**config.mk**
```make
export PLATFORM = sky130hd
export DESIGN_NAME = ex_muldiv_unit_flat
export DESIGN_NICKNAME = d
export VERILOG_FILES = /design/src/rtl/ex_muldiv_unit_if.sv /design/src/rtl/ex_muldiv_unit.sv /design/src/flat_wrapper.sv
export SDC_FILE = /design/constraint.sdc
export NUM_CORES = 1
export LEC_CHECK = 0
export BUFFER_PORTS_ARGS = -buffer_cell sky130_fd_sc_hd__buf_2
export CAP_MARGIN = 40
export CORE_ASPECT_RATIO = 1.75
export CORE_MARGIN = 2
export CORE_UTILIZATION = 60
export DETAILED_ROUTE_END_ITERATION = 16
export HOLD_SLACK_MARGIN = 0.06
export PLACE_DENSITY = 0.81
export REMOVE_ABC_BUFFERS = 1
export SLEW_MARGIN = 40
export SYNTH_ARGS = -nofsm -noshare
export SYNTH_HDL_FRONTEND = slang
export SYNTH_SLANG_ARGS = --single-unit
```
**constraint.sdc**
```tcl
create_clock -name clk_i -period 7.6 [get_ports clk_i]
set_input_delay 0 -clock clk_i [delete_from_list [all_inputs] [get_ports clk_i]]
set_output_delay 0 -clock clk_i [all_outputs]
set_load 0.02 [all_outputs]
```
**src/rtl/ex_muldiv_unit_if.sv**
```systemverilog
// Pipeline-side connection of the EX-stage multiply/divide unit: forwarded
// operand sources, forwarding selects, op control, and the HI/LO/status return.
interface ex_muldiv_unit_if;
    logic [31:0] ID_EX_RS_data_i;
    logic [31:0] ID_EX_RT_data_i;
    logic [31:0] EX_MEM_ALU_result_i;
    logic [31:0] MEM_WB_WriteData_i;
    logic [1:0]  forwardA_i;
    logic [1:0]  forwardB_i;
    logic        start_i;
    logic [1:0]  op_i;
    logic        read_hilo_i;
    logic [31:0] hi_o;
    logic [31:0] lo_o;
    logic        busy_o;
    logic        done_o;
    logic        stall_o;

    modport master (
        output ID_EX_RS_data_i, ID_EX_RT_data_i, EX_MEM_ALU_result_i, MEM_WB_WriteData_i,
        output forwardA_i, forwardB_i, start_i, op_i, read_hilo_i,
        input  hi_o, lo_o, busy_o, done_o, stall_o
    );

    modport slave (
        input  ID_EX_RS_data_i, ID_EX_RT_data_i, EX_MEM_ALU_result_i, MEM_WB_WriteData_i,
        input  forwardA_i, forwardB_i, start_i, op_i, read_hilo_i,
        output hi_o, lo_o, busy_o, done_o, stall_o
    );
endinterface

```
**src/rtl/ex_muldiv_unit.sv**
```systemverilog
// Sequential 32-iteration MULT/MULTU/DIV/DIVU for the EX stage, writing HI/LO,
// with operand forwarding mux and a stall request for the hazard logic.
//
// state | meaning
// IDLE  | no operation; start_i accepts operands
// RUN   | one shift-add / restoring-divide iteration per cycle, 32 cycles
// DONE  | HI/LO just written (one cycle); start_i accepts the next operation
module ex_muldiv_unit (
    input  logic              clk_i,
    input  logic              rst_i,
    ex_muldiv_unit_if.slave   bus
);
    typedef enum logic [1:0] {IDLE, RUN, DONE} state_t;

    state_t      state;
    logic [4:0]  cnt;
    logic [1:0]  op_q;
    logic        a_neg;
    logic        b_neg;
    logic [31:0] b_mag;
    logic [31:0] acc_hi;
    logic [31:0] acc_lo;
    logic [31:0] hi_q;
    logic [31:0] lo_q;
    logic        busy_q;
    logic        done_q;

    logic [31:0] op_a;
    logic [31:0] op_b;
    logic        signed_in;
    logic        a_neg_in;
    logic        b_neg_in;
    logic [31:0] a_mag_in;
    logic [31:0] b_mag_in;

    logic [32:0] mul_sum;
    logic [32:0] div_shift;
    logic        div_ge;
    logic [31:0] div_rem;
    logic [31:0] iter_hi;
    logic [31:0] iter_lo;
    logic [63:0] prod;
    logic [31:0] hi_res;
    logic [31:0] lo_res;

    always_comb begin
        case (bus.forwardA_i)
            2'b10:   op_a = bus.EX_MEM_ALU_result_i;
            2'b01:   op_a = bus.MEM_WB_WriteData_i;
            default: op_a = bus.ID_EX_RS_data_i;
        endcase
        case (bus.forwardB_i)
            2'b10:   op_b = bus.EX_MEM_ALU_result_i;
            2'b01:   op_b = bus.MEM_WB_WriteData_i;
            default: op_b = bus.ID_EX_RT_data_i;
        endcase
        signed_in = ~bus.op_i[0];
        a_neg_in  = signed_in & op_a[31];
        b_neg_in  = signed_in & op_b[31];
        a_mag_in  = a_neg_in ? (32'd0 - op_a) : op_a;
        b_mag_in  = b_neg_in ? (32'd0 - op_b) : op_b;
    end

    // acc_hi/acc_lo hold {partial product, multiplier} for MULT and
    // {remainder, dividend/quotient} for DIV; both shift one bit per cycle.
    always_comb begin
        mul_sum   = {1'b0, acc_hi} + (acc_lo[0] ? {1'b0, b_mag} : 33'd0);
        div_shift = {acc_hi, acc_lo[31]};
        div_ge    = (div_shift >= {1'b0, b_mag});
        div_rem   = div_ge ? (div_shift[31:0] - b_mag) : div_shift[31:0];
        if (op_q[1]) begin
            iter_hi = div_rem;
            iter_lo = {acc_lo[30:0], div_ge};
        end else begin
            iter_hi = mul_sum[32:1];
            iter_lo = {mul_sum[0], acc_lo[31:1]};
        end
    end

    // A zero divisor yields an all-ones quotient and the dividend magnitude as
    // remainder, so restoring its sign reproduces the dividend as supplied.
    always_comb begin
        prod   = {iter_hi, iter_lo};
        hi_res = 32'd0;
        lo_res = 32'd0;
        if (op_q[1]) begin
            hi_res = a_neg ? (32'd0 - iter_hi) : iter_hi;
            if (b_mag == 32'd0)
                lo_res = 32'hFFFF_FFFF;
            else
                lo_res = (a_neg ^ b_neg) ? (32'd0 - iter_lo) : iter_lo;
        end else begin
            if (a_neg ^ b_neg)
                prod = 64'd0 - prod;
            hi_res = prod[63:32];
            lo_res = prod[31:0];
        end
    end

    always_ff @(posedge clk_i) begin
        if (rst_i) begin
            state  <= IDLE;
            cnt    <= 5'd0;
            op_q   <= 2'b00;
            a_neg  <= 1'b0;
            b_neg  <= 1'b0;
            b_mag  <= 32'd0;
            acc_hi <= 32'd0;
            acc_lo <= 32'd0;
            hi_q   <= 32'd0;
            lo_q   <= 32'd0;
            busy_q <= 1'b0;
            done_q <= 1'b0;
        end else begin
            case (state)
                IDLE, DONE: begin
                    done_q <= 1'b0;
                    if (bus.start_i) begin
                        op_q   <= bus.op_i;
                        a_neg  <= a_neg_in;
                        b_neg  <= b_neg_in;
                        b_mag  <= b_mag_in;
                        acc_hi <= 32'd0;
                        acc_lo <= a_mag_in;
                        cnt    <= 5'd0;
                        busy_q <= 1'b1;
                        state  <= RUN;
                    end else begin
                        state  <= IDLE;
                    end
                end
                RUN: begin
                    acc_hi <= iter_hi;
                    acc_lo <= iter_lo;
                    cnt    <= cnt + 5'd1;
                    if (cnt == 5'd31) begin
                        hi_q   <= hi_res;
                        lo_q   <= lo_res;
                        busy_q <= 1'b0;
                        done_q <= 1'b1;
                        state  <= DONE;
                    end
                end
                default: begin
                    busy_q <= 1'b0;
                    done_q <= 1'b0;
                    state  <= IDLE;
                end
            endcase
        end
    end

    assign bus.hi_o    = hi_q;
    assign bus.lo_o    = lo_q;
    assign bus.busy_o  = busy_q;
    assign bus.done_o  = done_q;
    assign bus.stall_o = busy_q & (bus.read_hilo_i | bus.start_i);
endmodule
```
**src/flat_wrapper.sv**
```systemverilog
// flat-port wrapper written by rule: the top's interface ports become plain ports
module ex_muldiv_unit_flat 
  (clk_i, rst_i, bus_ID_EX_RS_data_i, bus_ID_EX_RT_data_i, bus_EX_MEM_ALU_result_i, bus_MEM_WB_WriteData_i, bus_forwardA_i, bus_forwardB_i, bus_start_i, bus_op_i, bus_read_hilo_i, bus_hi_o, bus_lo_o, bus_busy_o, bus_done_o, bus_stall_o);
  ex_muldiv_unit_if bus_i ();
  input  logic clk_i;
  input  logic rst_i;
  input wire logic [$bits(bus_i.ID_EX_RS_data_i)-1:0] bus_ID_EX_RS_data_i;
  input wire logic [$bits(bus_i.ID_EX_RT_data_i)-1:0] bus_ID_EX_RT_data_i;
  input wire logic [$bits(bus_i.EX_MEM_ALU_result_i)-1:0] bus_EX_MEM_ALU_result_i;
  input wire logic [$bits(bus_i.MEM_WB_WriteData_i)-1:0] bus_MEM_WB_WriteData_i;
  input wire logic [$bits(bus_i.forwardA_i)-1:0] bus_forwardA_i;
  input wire logic [$bits(bus_i.forwardB_i)-1:0] bus_forwardB_i;
  input wire logic [$bits(bus_i.start_i)-1:0] bus_start_i;
  input wire logic [$bits(bus_i.op_i)-1:0] bus_op_i;
  input wire logic [$bits(bus_i.read_hilo_i)-1:0] bus_read_hilo_i;
  output wire logic [$bits(bus_i.hi_o)-1:0] bus_hi_o;
  output wire logic [$bits(bus_i.lo_o)-1:0] bus_lo_o;
  output wire logic [$bits(bus_i.busy_o)-1:0] bus_busy_o;
  output wire logic [$bits(bus_i.done_o)-1:0] bus_done_o;
  output wire logic [$bits(bus_i.stall_o)-1:0] bus_stall_o;
  assign bus_i.ID_EX_RS_data_i = bus_ID_EX_RS_data_i;
  assign bus_i.ID_EX_RT_data_i = bus_ID_EX_RT_data_i;
  assign bus_i.EX_MEM_ALU_result_i = bus_EX_MEM_ALU_result_i;
  assign bus_i.MEM_WB_WriteData_i = bus_MEM_WB_WriteData_i;
  assign bus_i.forwardA_i = bus_forwardA_i;
  assign bus_i.forwardB_i = bus_forwardB_i;
  assign bus_i.start_i = bus_start_i;
  assign bus_i.op_i = bus_op_i;
  assign bus_i.read_hilo_i = bus_read_hilo_i;
  assign bus_hi_o = bus_i.hi_o;
  assign bus_lo_o = bus_i.lo_o;
  assign bus_busy_o = bus_i.busy_o;
  assign bus_done_o = bus_i.done_o;
  assign bus_stall_o = bus_i.stall_o;
  ex_muldiv_unit u_core (.clk_i(clk_i), .rst_i(rst_i), .bus(bus_i));
endmodule
```
# Word level (Yosys, flattened, before mapping)
# Cells that the tools add are included.
word_totals:
  reg_bits: 173
  latchBits: 0
  ram_bits: 0
  mem_bits_ro: 0
  in_bits: 138
  memories: 0
classes:
  n_addsub: 8
  mul: 0
  n_div: 0
  n_lt_le_gt_ge: 1
  eq_ne: 9
  shift: 0
  mux: 26
  n_bitwise: 7
  n_reduce_logical: 9
op_table:
  columns: ["operator", "count"]
  rows:
  - ["2-to-1 mux 32 bit", 13]
  - ["case mux 32 bit (2 select lines)", 4]
  - ["subtractor 1 x 32 -> 32 bit (first input constant)", 4]
  - ["2-to-1 mux 64 bit", 1]
  - ["subtractor 1 x 64 -> 64 bit (first input constant)", 1]
  - ["adder 32 x 33 -> 33 bit", 1]
  - ["greater-or-equal comparator 33 x 32 -> 1 bit", 1]
  - ["zero test 32 bit", 1]
  - ["subtractor 32 bit", 1]
  - ["case mux 5 bit (2 select lines)", 1]
  - ["AND reduction 2 bit", 4]
  - ["== test 2 x 1 -> 1 bit (second input constant)", 3]
  - ["== test 2 bit (second input constant)", 3]
  - ["adder 5 x 1 -> 5 bit (second input constant)", 1]
  - ["== test 5 bit (second input constant)", 1]
  - ["2-to-1 mux 5 bit", 1]
  - ["case mux 2 bit (2 select lines)", 1]
  - ["OR reduction 2 bit", 2]
  - ["AND 1 bit", 3]
  - ["2-to-1 mux 1 bit", 3]
  - ["zero test 2 bit", 1]
  - ["2-to-1 mux 2 bit", 1]
  - ["!= test 2 x 1 -> 1 bit (second input constant)", 1]
  - ["!= test 2 bit (second input constant)", 1]
  - ["5 further kinds", 6]

# Depth between registers and ports, before layout
# Gate-level depths: netlist (run 1).
depth:
  ltp_word: 7
  mapped_depth: 24
  mapped_depth_nobuf: 21

# Worst setup path after synthesis (run 1)
# OpenSTA, ideal clock, no wires.
synth_path:
  path_type: "reg2reg"
  startpoint: "reg u_core.b_mag[8]"
  endpoint: "reg u_core.hi_q[20], in the netlist u_core.bus.hi_o[20]"
  setup_time_ns: 0.122
  t_arrival_ns: 5.203
  setup_slack_ns: 2.275
  stages_incl_launch_ff: 24
  path_buffers: 3
  cell_sequence: "dfxtp_1 -> inv_1 -> ha_1 -> buf_6 -> a21o_1 -> a221o_1 -> a21bo_1 -> a31oi_4 -> o311a_2 -> buf_8 -> a21oi_1 -> inv_1 -> ha_1 -> o211ai_1 -> or2_2 -> nor2_1 -> nor4b_2 -> and3_1 -> clkbuf_1 -> nand4_1 -> o32ai_1 -> a21oi_1 -> or4_1 -> a311o_1"
synth_via:
  elab_chain_cells: 6
  elab_cells_between_ends: 12
synth_rtl:
  columns: ["item", "line", "source"]
  rows:
  - ["start, declared", "ex_muldiv_unit.sv:20", "logic [31:0] b_mag;"]
  - ["start signal, assigned", "ex_muldiv_unit.sv:122", "b_mag <= b_mag_in;"]
  - ["2-to-1 mux 32 bit, or another cell as far along", "ex_muldiv_unit.sv:67", "mul_sum = {1'b0, acc_hi} + (acc_lo[0] ? {1'b0, b_mag} : 33'd0);"]
  - ["adder 32 x 33 -> 33 bit or 2-to-1 mux 32 bit (tied branches)", "ex_muldiv_unit.sv:67, ex_muldiv_unit.sv:70", null]
  - ["2-to-1 mux 32 bit", "ex_muldiv_unit.sv:71", "if (op_q[1]) begin"]
  - ["subtractor 1 x 64 -> 64 bit or subtractor 1 x 32 -> 32 bit (tied branches)", "ex_muldiv_unit.sv:94, ex_muldiv_unit.sv:87", null]
  - ["2-to-1 mux 64 bit or 2-to-1 mux 32 bit (tied branches)", "ex_muldiv_unit.sv:93, ex_muldiv_unit.sv:87", null]
  - ["2-to-1 mux 32 bit (*)", "ex_muldiv_unit.sv:86", "if (op_q[1]) begin"]
  - ["end signal, assigned", "ex_muldiv_unit.sv:137", "hi_q <= hi_res;"]
  - ["end, declared", "ex_muldiv_unit.sv:23", "logic [31:0] hi_q;"]
# Mark *: on every way between the ends. The rest lies on a longest branch, timed or not.
# A chain may end at the register's enable or synchronous reset.

# Worst setup path in the final report (run 1)
# Same ends and word-level chain as after synthesis.

==> results of run 1 <==
## cells in the mapped netlist (35+ instances only)
master / instances
clkbuf_1: 100
o21ai_0: 162
a21oi_1: 154
and2_1: 42
a31oi_1: 35
mux2i_1: 46
ha_1: 74
xor2_1: 71
a221o_1: 50
dfxtp_1: 172
a211oi_1: 86
nor2_1: 252
nand2_1: 195
inv_1: 67
xnor2_1: 71
nand3_1: 36
nor3_1: 47
## worst reg2reg max path, stage by stage, from the launching register on
cell and delay (ns):
dfxtp_1 0.39, inv_1 0.06, ha_1 0.39, a21o_1 0.21, a221o_1 0.38, a21bo_1 0.21
a31oi_4 0.31, o311a_2 0.29, a21oi_1 0.19, inv_1 0.13, ha_1 0.20, o211ai_1 0.11
or2_2 0.32, nor2_1 0.16, nor4b_2 0.43, and3_1 0.45, nand4_1 0.18, o32ai_1 0.66
a21oi_1 0.09, or4_1 0.45, a311o_1 0.33
## worst paths after layout
check                                                        end  slack [ns]  cells past startpoint
worst max-delay path            u_core.bus.hi_o[20]$_SDFFE_PP0P_        1.55                     20
worst min-delay path              u_core.acc_lo[29]$_SDFFE_PP0P_        0.08                      4
worst max register to register  u_core.bus.hi_o[20]$_SDFFE_PP0P_        1.55                     20
worst min register to register  u_core.bus.hi_o[11]$_SDFFE_PP0P_        0.45                      2
## cell families (layout without fill, tap and decap cells)
group	count (synthesis)	after routing	share of synthesized area (%)
compound gates	727	727	31.6
xor+xnor	142	142	7.91
fa+ha+maj	76	76	6.14
buf+inv	207	346	5.32
flops	172	172	21.9
mux	55	55	3.71
other cells	0	2	0
simple gates	761	761	23.4
## power breakdown
group,switching (mW),leakage [nW],internal [mW]
logic,0.808,5.58,0.435
registers,0.0592,1.40,0.944
clock network,0.468,0.288,0.444
total,1.34,7.27,1.82
## area by class of cell
cell class	count	area (um2)	share of cell area (%)
multi-input combinational	1761	11500	65.5
sequential	172	3450	19.6
timing repair buffer	246	1370	7.78
clock buffer	18	429	2.44
tap	320	400	2.27
inverter	68	255	1.45
clock inverter	14	170	0.967
antenna	2	5.00	0.0284
## what timing repair did
action	in CTS	in global routing
setup endpoints to repair	0	0
hold buffers	12	0
endpoints found under the hold margin	22	0
## stage by stage
stage | hold slack, ns | instances
CTS | 0.0639 | 2599
global route | 0.109 | 2600
global placement | 0.268 | 2554
finish | 0.0837 | 2601
detailed placement | 0.268 | 2555
floorplan | 0.0646 | 2001
## metal layers
| metal | up-vias | global-route usage, % | wire length [um] |
|---|---|---|---|
| li1 | 8193 | - | - |
| met4 | 4 | 43.5 | 6990 |
| met1 | 8486 | 43.1 | 20500 |
| met3 | 328 | 9.67 | 4650 |
| met2 | 986 | 77.0 | 30700 |
| met5 | - | 0 | 28 |
## sequential cells by signal, summed over array words and instances, names as in the netlist
| name | cells |
|---|---|
| u_core.b_neg | 1 |
| u_core.acc_hi | 32 |
| u_core.cnt | 5 |
| u_core.bus.busy_o | 1 |
| u_core.b_mag | 32 |
| u_core.op_q | 1 |
| u_core.bus.hi_o | 32 |
| u_core.bus.lo_o | 32 |
| u_core.bus.done_o | 1 |
| u_core.acc_lo | 32 |
| u_core.state | 2 |
| u_core.a_neg | 1 |
## layout by cell type (no fill, tap or decap), drive strengths merged, types with 11 or more instances in the layout
master and count:
o221ai 11, nand4 27, mux2i 48, o21ai 167, a221oi 26, nand2 195
o21a 24, a31oi 36, buf 234, xnor2 71, nor2b 20, a221o 50
nor3b 13, a22oi 19, or2 15, and3 30, clkbuf 18, nor2 252
o211ai 24, ha 74, o31ai 11, nand2b 11, a21o 23, dlygate4sd3 12
nand3 37, nor3 47, a211oi 88, inv 74, a21oi 154, xor2 71
and2 43, or3 15, nor4 19, a22o 18, dfxtp 172
==> flow_summary.rst, run 1 <==
.. list-table::
   :header-rows: 1

   * - Metric
     - Value
   * - Final setup slack of the worst path
     - around 1.6 ns
   * - Beginning of the worst register-to-register path
     - u_core.b_mag[8]$_SDFFE_PP0P_
   * - Overall power after layout
     - 3.16 mW
   * - Post-route cell area
     - ~18000 um2
   * - DRC viols
     - 0
   * - Fraction of final layout cells sized beyond drive strength 1
     - between 10% and 20%
   * - Pwr/cell area
     - 179 nW/um2
   * - Routed wirelength normalized by instance count
     - 24.2 um
   * - Quantity of I/O buffers inserted on ports
     - 204
   * - Post-CTS repair timing setup buffer count
     - 0
   * - CTS HTree Levels
     - 4
   * - Die span in y
     - roughly 220 um
   * - Area post-placement
     - 16900 um2
   * - Relative max-transition margin
     - between 30 and 40%
   * - Top cell type's share of synthesized area
     - 21.9%
   * - Total Wirelength
     - 62900 um
   * - Setup violations, final
     - 0
   * - Total congestion overflow
     - 0
   * - Number of nets in the finished design
     - 2480
   * - Top-level I/O count
     - between 200 and 250
   * - Critical path data arrival time
     - 6.41 ns
   * - HPWL after detailed placement
     - 47800 um
   * - Worst setup SP type
     - flop
   * - Critical path peak fanout
     - 8
   * - Clock latency of the later-clocked register in the worst-skew pair
     - ~0.48 ns
   * - Top area cells in the synthesized netlist
     - dfxtp_1 22%, nor2_1 6.0%, ha_1 5.9%
   * - Kind of cell adding the most delay to the critical path
     - compound AO/OA/AOI/OAI gates
   * - Setup TNS
     - 0 ns
   * - DIE AREA
     - 27600 um2
   * - Synth-to-layout area growth
     - 11.9%
   * - Synthesized flop and latch total
     - 172
   * - X dimension of the die
     - 126 um
   * - Ordered cell list for the critical path
     - inv_1 -> ha_1 -> a21o_1 -> a221o_1 -> a21bo_1 -> a31oi_4 -> o311a_2 -> a21oi_1 -> inv_1 -> ha_1 -> o211ai_1 -> or2_2 -> nor2_1 -> nor4b_2 -> and3_1 -> nand4_1 -> o32ai_1 -> a21oi_1 -> or4_1 -> a311o_1
   * - Site row count
     - 78
   * - Final number of hold-violating endpoints
     - 0
   * - Final clock skew
     - 0.0216 ns
   * - Share of async-settable or async-resettable flops after synthesis
     - 0%
   * - Worst setup startpoint
     - u_core.b_mag[8]$_SDFFE_PP0P_
   * - Core area
     - 25900 um2
   * - Count of buffering cells on the critical path with inverters included
     - 2
   * - Period minus WS final
     - 6.05 ns
   * - Crit-path slowest cell
     - o32ai_1
   * - Outcome
     - completed
   * - Cell variety after synth
     - 106
   * - Starting density of the core
     - between 60% and 70%
   * - Final weighted congestion of routability-driven global placement
     - around 1.0
   * - Required time of the critical path
     - 7.96 ns
   * - Vias in the first global route
     - 17300
   * - Cell area after technology mapping
     - 15700 um2
   * - Final critical-path share of the clock period
     - 79.6%
   * - Number of antenna violations at the first check in global routing
     - 3
   * - Maximum number of pins on one net before global-route repair
     - 73
   * - Library cell occupying the most area in the post-synthesis netlist
     - dfxtp_1
   * - CTS clk-pin slew, worst paths
     - ~0.090 ns
   * - Crit path capture type
     - flop
   * - Top flip-flop cell by instance count after synthesis
     - dfxtp_1
   * - Post-cts gate resize count
     - 0
   * - Average cell area after synthesis
     - approximately 7.3 um2
   * - Leak Pwr
     - 7.27 nW
   * - Maximum vdd ir drop
     - between 200 and 250 uV
   * - Max incr delay on CP
     - between 0.6 and 0.7 ns
   * - Number of detailed-routing iterations run before antenna repair
     - 8
   * - Global-route wire length before repair
     - 95600 um
   * - Number of enable flip-flop cells after synthesis
     - 0
   * - Overall via count from detail_route
     - approximately 18000
   * - Fraction of the yosys area taken by sequential cells
     - 21.9%
   * - CTS tree
     - done
   * - Highest clock frequency the design can meet
     - roughly 170 MHz
   * - Post-Route Utilization
     - 68.1%
   * - Filler Cell Count
     - about 2400
   * - Post-synthesis cell count
     - around 2100
   * - Number of buffers created by CTS
     - 17
   * - Buffer depth of the longest clock path
     - 2
   * - Library cell used as clock root buffer
     - clkbuf_16
   * - Unrepaired setup endpoints after global routing
     - false
   * - Number of clock sinks
     - 172
   * - Total of warnings raised by yosys
     - 0
   * - Hold path startpoint
     - bus_ID_EX_RS_data_i[29]
   * - # Max-Cap Violations
     - 0
   * - Type of the tightest min-delay check
     - in -> reg
   * - Least-Margin Pin Slew
     - 0.957 ns
   * - Iter 0 DRT Violations
     - between 1500 and 2000
   * - Start-to-end type of the worst setup path
     - reg -> reg
   * - Global-route usage over all layers
     - 44.7%
   * - Dpl ws
     - around 1.8 ns
   * - Antenna-violating nets left
     - 0
   * - Routed vias/inst
     - 6.92
   * - Pins Over Slew Limit
     - 0
No activity file was read; power rests on OpenSTA's default activity.
==> run 2, diff against run 1 <==
--- a/config.mk
+++ b/config.mk
@@ -5,14 +5,15 @@
 export SDC_FILE = /design/constraint.sdc
 export NUM_CORES = 1
 export LEC_CHECK = 0
+export ABC_AREA = 1
 export BUFFER_PORTS_ARGS = -buffer_cell sky130_fd_sc_hd__buf_2
 export CAP_MARGIN = 40
 export CORE_ASPECT_RATIO = 1.75
 export CORE_MARGIN = 2
-export CORE_UTILIZATION = 60
+export CORE_UTILIZATION = 55
 export DETAILED_ROUTE_END_ITERATION = 16
 export HOLD_SLACK_MARGIN = 0.06
-export PLACE_DENSITY = 0.81
+export PLACE_DENSITY = 0.78
 export REMOVE_ABC_BUFFERS = 1
 export SLEW_MARGIN = 40
 export SYNTH_ARGS = -nofsm -noshare
==> constraint.sdc (replaced) <==
create_clock -name clk_i -period 5.55 [get_ports clk_i]
set_input_delay 0 -clock clk_i [delete_from_list [all_inputs] [get_ports clk_i]]
set_output_delay 0 -clock clk_i [all_outputs]
set_load 0.02 [all_outputs]
==> run 2 against run 1 <==
Net effect:
- worst hold slack worse by 0.011 ns
- register-to-register slack got worse by 0.71 ns
- sequential cell count stayed put
- non-clock buffer count down 2
- clock-buffer cell count stayed put
==> flow_summary.rst, run 2 <==
.. list-table::
   :header-rows: 1

   * - Metric
     - Value
   * - Outcome
     - completed
   * - Fraction of the yosys area taken by sequential cells
     - approximately a fifth
   * - Share of async-settable or async-resettable flops after synthesis
     - 0%
   * - Crit-path slowest cell
     - dfxtp_1
   * - DIE AREA
     - 32400 um2
   * - Top flip-flop cell by instance count after synthesis
     - dfxtp_1
   * - X dimension of the die
     - 137 um
   * - Simple-gate portion of the synthesized area
     - 35.8%
   * - Area fraction in compound gates after synthesis
     - 20.6%
   * - Setup violations, final
     - 0
   * - Die span in y
     - roughly 240 um
   * - Worst setup SP type
     - flop
   * - Number of antenna violations at the first check in global routing
     - 4
   * - Final clock skew
     - ~0.020 ns
   * - Highest clock frequency the design can meet
     - approximately 210 MHz
   * - Routed wirelength normalized by instance count
     - approximately 22 um
   * - Required time of the critical path
     - 5.94 ns
   * - Most used cells in the layout excluding fill and tap cells
     - 819 x nand2_1, 399 x inv_1, 250 x nor2_1, 236 x o21ai_0, 222 x nand3_1
   * - Post-route cell area
     - 18900 um2
   * - CTS HTree Levels
     - 4
   * - Number of enable flip-flop cells after synthesis
     - 0
   * - Cell variety after synth
     - 55
   * - Starting density of the core
     - between 50% and 60%
   * - CTS clk-pin slew, worst paths
     - 0.09 ns
   * - Post-synthesis cell count
     - 2903
   * - Number of buffers created by CTS
     - 17
   * - Ranking of synthesized cells by instance count
     - 820 x nand2_1, 400 x inv_1, 252 x nor2_1
   * - Number of detailed-routing iterations run before antenna repair
     - 7
   * - Relative max-transition margin
     - between 30% and 40%
   * - Global-route wire length before repair
     - 116000 um
   * - Type of the tightest min-delay check
     - in -> reg
   * - CTS tree
     - done
   * - Leading cell type in the layout, fill and taps excluded
     - nand2_1
   * - Cell area after technology mapping
     - 17000 um2
   * - Vias in the first global route
     - roughly 21000
   * - Maximum number of pins on one net before global-route repair
     - 95
   * - Core area
     - 30600 um2
   * - Pins Over Slew Limit
     - 0
   * - Final number of hold-violating endpoints
     - 0
   * - Routed vias/inst
     - 6.14
   * - Final weighted congestion of routability-driven global placement
     - 1.09
   * - Least-Margin Pin Slew
     - 0.914 ns
   * - Maximum vdd ir drop
     - between 200 and 300 uV
   * - Most common cell in the synthesized netlist
     - nand2_1
   * - Multiplexer fraction of the synthesized cell area
     - 0%
   * - Antenna-violating nets left
     - 0
   * - Number of nets in the finished design
     - about 3300
   * - Global-route usage over all layers
     - 47.8%
   * - Top cell type's share of synthesized area
     - 20.3%
   * - Quantity of I/O buffers inserted on ports
     - around 200
   * - DRC viols
     - 0
   * - Unrepaired setup endpoints after global routing
     - false
   * - Iter 0 DRT Violations
     - 2152
   * - Combinational family with the most area after synthesis
     - simple AND/OR/NAND/NOR gates
   * - Synth-to-layout area growth
     - 11.4%
   * - Top-level I/O count
     - 205
   * - Library cell used as clock root buffer
     - clkbuf_16
   * - Overall via count from detail_route
     - roughly 21000
   * - Synthesized flop and latch total
     - 172
   * - Final critical-path share of the clock period
     - 84.8%
   * - Count of buffering cells on the critical path with inverters included
     - 3
   * - Critical path peak fanout
     - 8
   * - Most common cell type on the critical path
     - nand2_1
   * - Top area cells in the synthesized netlist
     - dfxtp_1 20%, nand2_1 18%, inv_1 8.8%
   * - Crit path capture type
     - flop
   * - Area share of xor/xnor cells in the synthesized design
     - 5.47%
   * - Start-to-end type of the worst setup path
     - reg -> reg
   * - Max incr delay on CP
     - approximately 0.55 ns
   * - Total of warnings raised by yosys
     - 0
   * - Setup TNS
     - 0 ns
   * - Kind of cell adding the most delay to the critical path
     - simple AND/OR/NAND/NOR gates
   * - Library cell occupying the most area in the post-synthesis netlist
     - dfxtp_1
   * - Number of clock sinks
     - 172
   * - Period minus WS final
     - 4.71 ns
   * - Clock latency of the later-clocked register in the worst-skew pair
     - 0.48 ns
   * - Adder-cell share of the synthesized area
     - 5.69%
   * - Average cell area after synthesis
     - 5.85 um2
   * - HPWL after detailed placement
     - between 50000 and 60000 um
   * - Fraction of final layout cells sized beyond drive strength 1
     - 11.7%
   * - Post-CTS repair timing setup buffer count
     - 0
   * - Pwr/cell area
     - 254 nW/um2
   * - Leak Pwr
     - roughly 10 nW
   * - Total Wirelength
     - 76800 um
   * - Total congestion overflow
     - 0
   * - # Max-Cap Violations
     - 0
   * - Site row count
     - 85
   * - Buffer depth of the longest clock path
     - 2
   * - Critical path data arrival time
     - 5.10 ns
   * - Area post-placement
     - 18200 um2
run 2: worst register-to-register path, delay by kind of cell, from the launching register on:
| kind | cells | cell delay, ns |
|---|---|---|
| AND/OR/NAND/NOR | 23 | 2.92 |
| adder cells (fa/ha/maj) | 2 | 0.54 |
| flip-flops | 1 | 0.55 |
| AO/OA/AOI/OAI | 2 | 0.37 |
| buffers and inverters | 3 | 0.24 |
run 2: worst paths after layout:
| path | startpoint | to | slack, ns | cells after the start |
|---|---|---|---|---|
| worst min register to register | u_core.state[0]$_SDFFE_PP0P_ | u_core.bus.busy_o$_SDFFE_PP0P_ | 0.48 | 1 |
| worst max-delay path | u_core.acc_hi[10]$_SDFFE_PP0P_ | u_core.bus.hi_o[30]$_SDFFE_PP0P_ | 0.84 | 30 |
| worst max register to register | u_core.acc_hi[10]$_SDFFE_PP0P_ | u_core.bus.hi_o[30]$_SDFFE_PP0P_ | 0.84 | 30 |
| worst min-delay path | bus_ID_EX_RT_data_i[9] | u_core.b_mag[9]$_SDFFE_PP0P_ | 0.07 | 4 |
run 2: per-stage QoR:
stage / hold WS (ns) / cells / utilization [%] / total power [mW] / setup slack [ns]
after floorplan: 0.0691 / 2790 / - / 2.75 / 0.0831
after global routing: 0.0862 / 3458 / 61.8 / 5.02 / 0.484
after global placement: 0.289 / 3418 / 59.5 / 3.42 / 1.27
after detailed placement: 0.322 / 3418 / 59.6 / 3.45 / 1.10
final: 0.0722 / 3458 / 61.8 / 4.81 / 0.841
after CTS: 0.0616 / 3457 / 61.7 / 4.69 / 1.07
run 2: logic make-up after synthesis:
family	Yosys count
compound gates	589
xor+xnor	106
fa+ha+maj	76
buf+inv	527
flops	172
simple gates	1433
run 2: final cells by class:
| class | instances | area, um2 |
|---|---|---|
| antenna | 1 | 2.50 |
| clock buffer | 18 | 429 |
| clock inverter | 14 | 169 |
| fill | 3051 | 11700 |
| inverter | 414 | 1560 |
| multi-input combinational | 2204 | 11500 |
| sequential | 172 | 3440 |
| tap | 391 | 489 |
| timing repair buffer | 244 | 1340 |
run 2: power breakdown:
part | total, mW | internal, mW | switching, mW
clock network | 1.26 | 0.608 | 0.648
logic | 2.19 | 0.636 | 1.56
registers | 1.36 | 1.30 | 0.0635
total | 4.81 | 2.54 | 2.27
run 2: per-layer routing:
| layer | vias to the layer above | wire length [um] | global-route usage [%] |
|---|---|---|---|
| li1 | 9799 | - | - |
| met1 | 9562 | 24300 | 46.0 |
| met2 | 1344 | 35900 | 78.3 |
| met3 | 536 | 6860 | 14.5 |
| met4 | 6 | 9720 | 47.1 |
| met5 | - | 55 | 1.43 |
run 2: repair_timing:
item	4_1_cts	5_1_grt
setup endpoints to repair	0	0
hold endpoints to repair	7	0
hold buffers	7	0
resized for setup	0	0
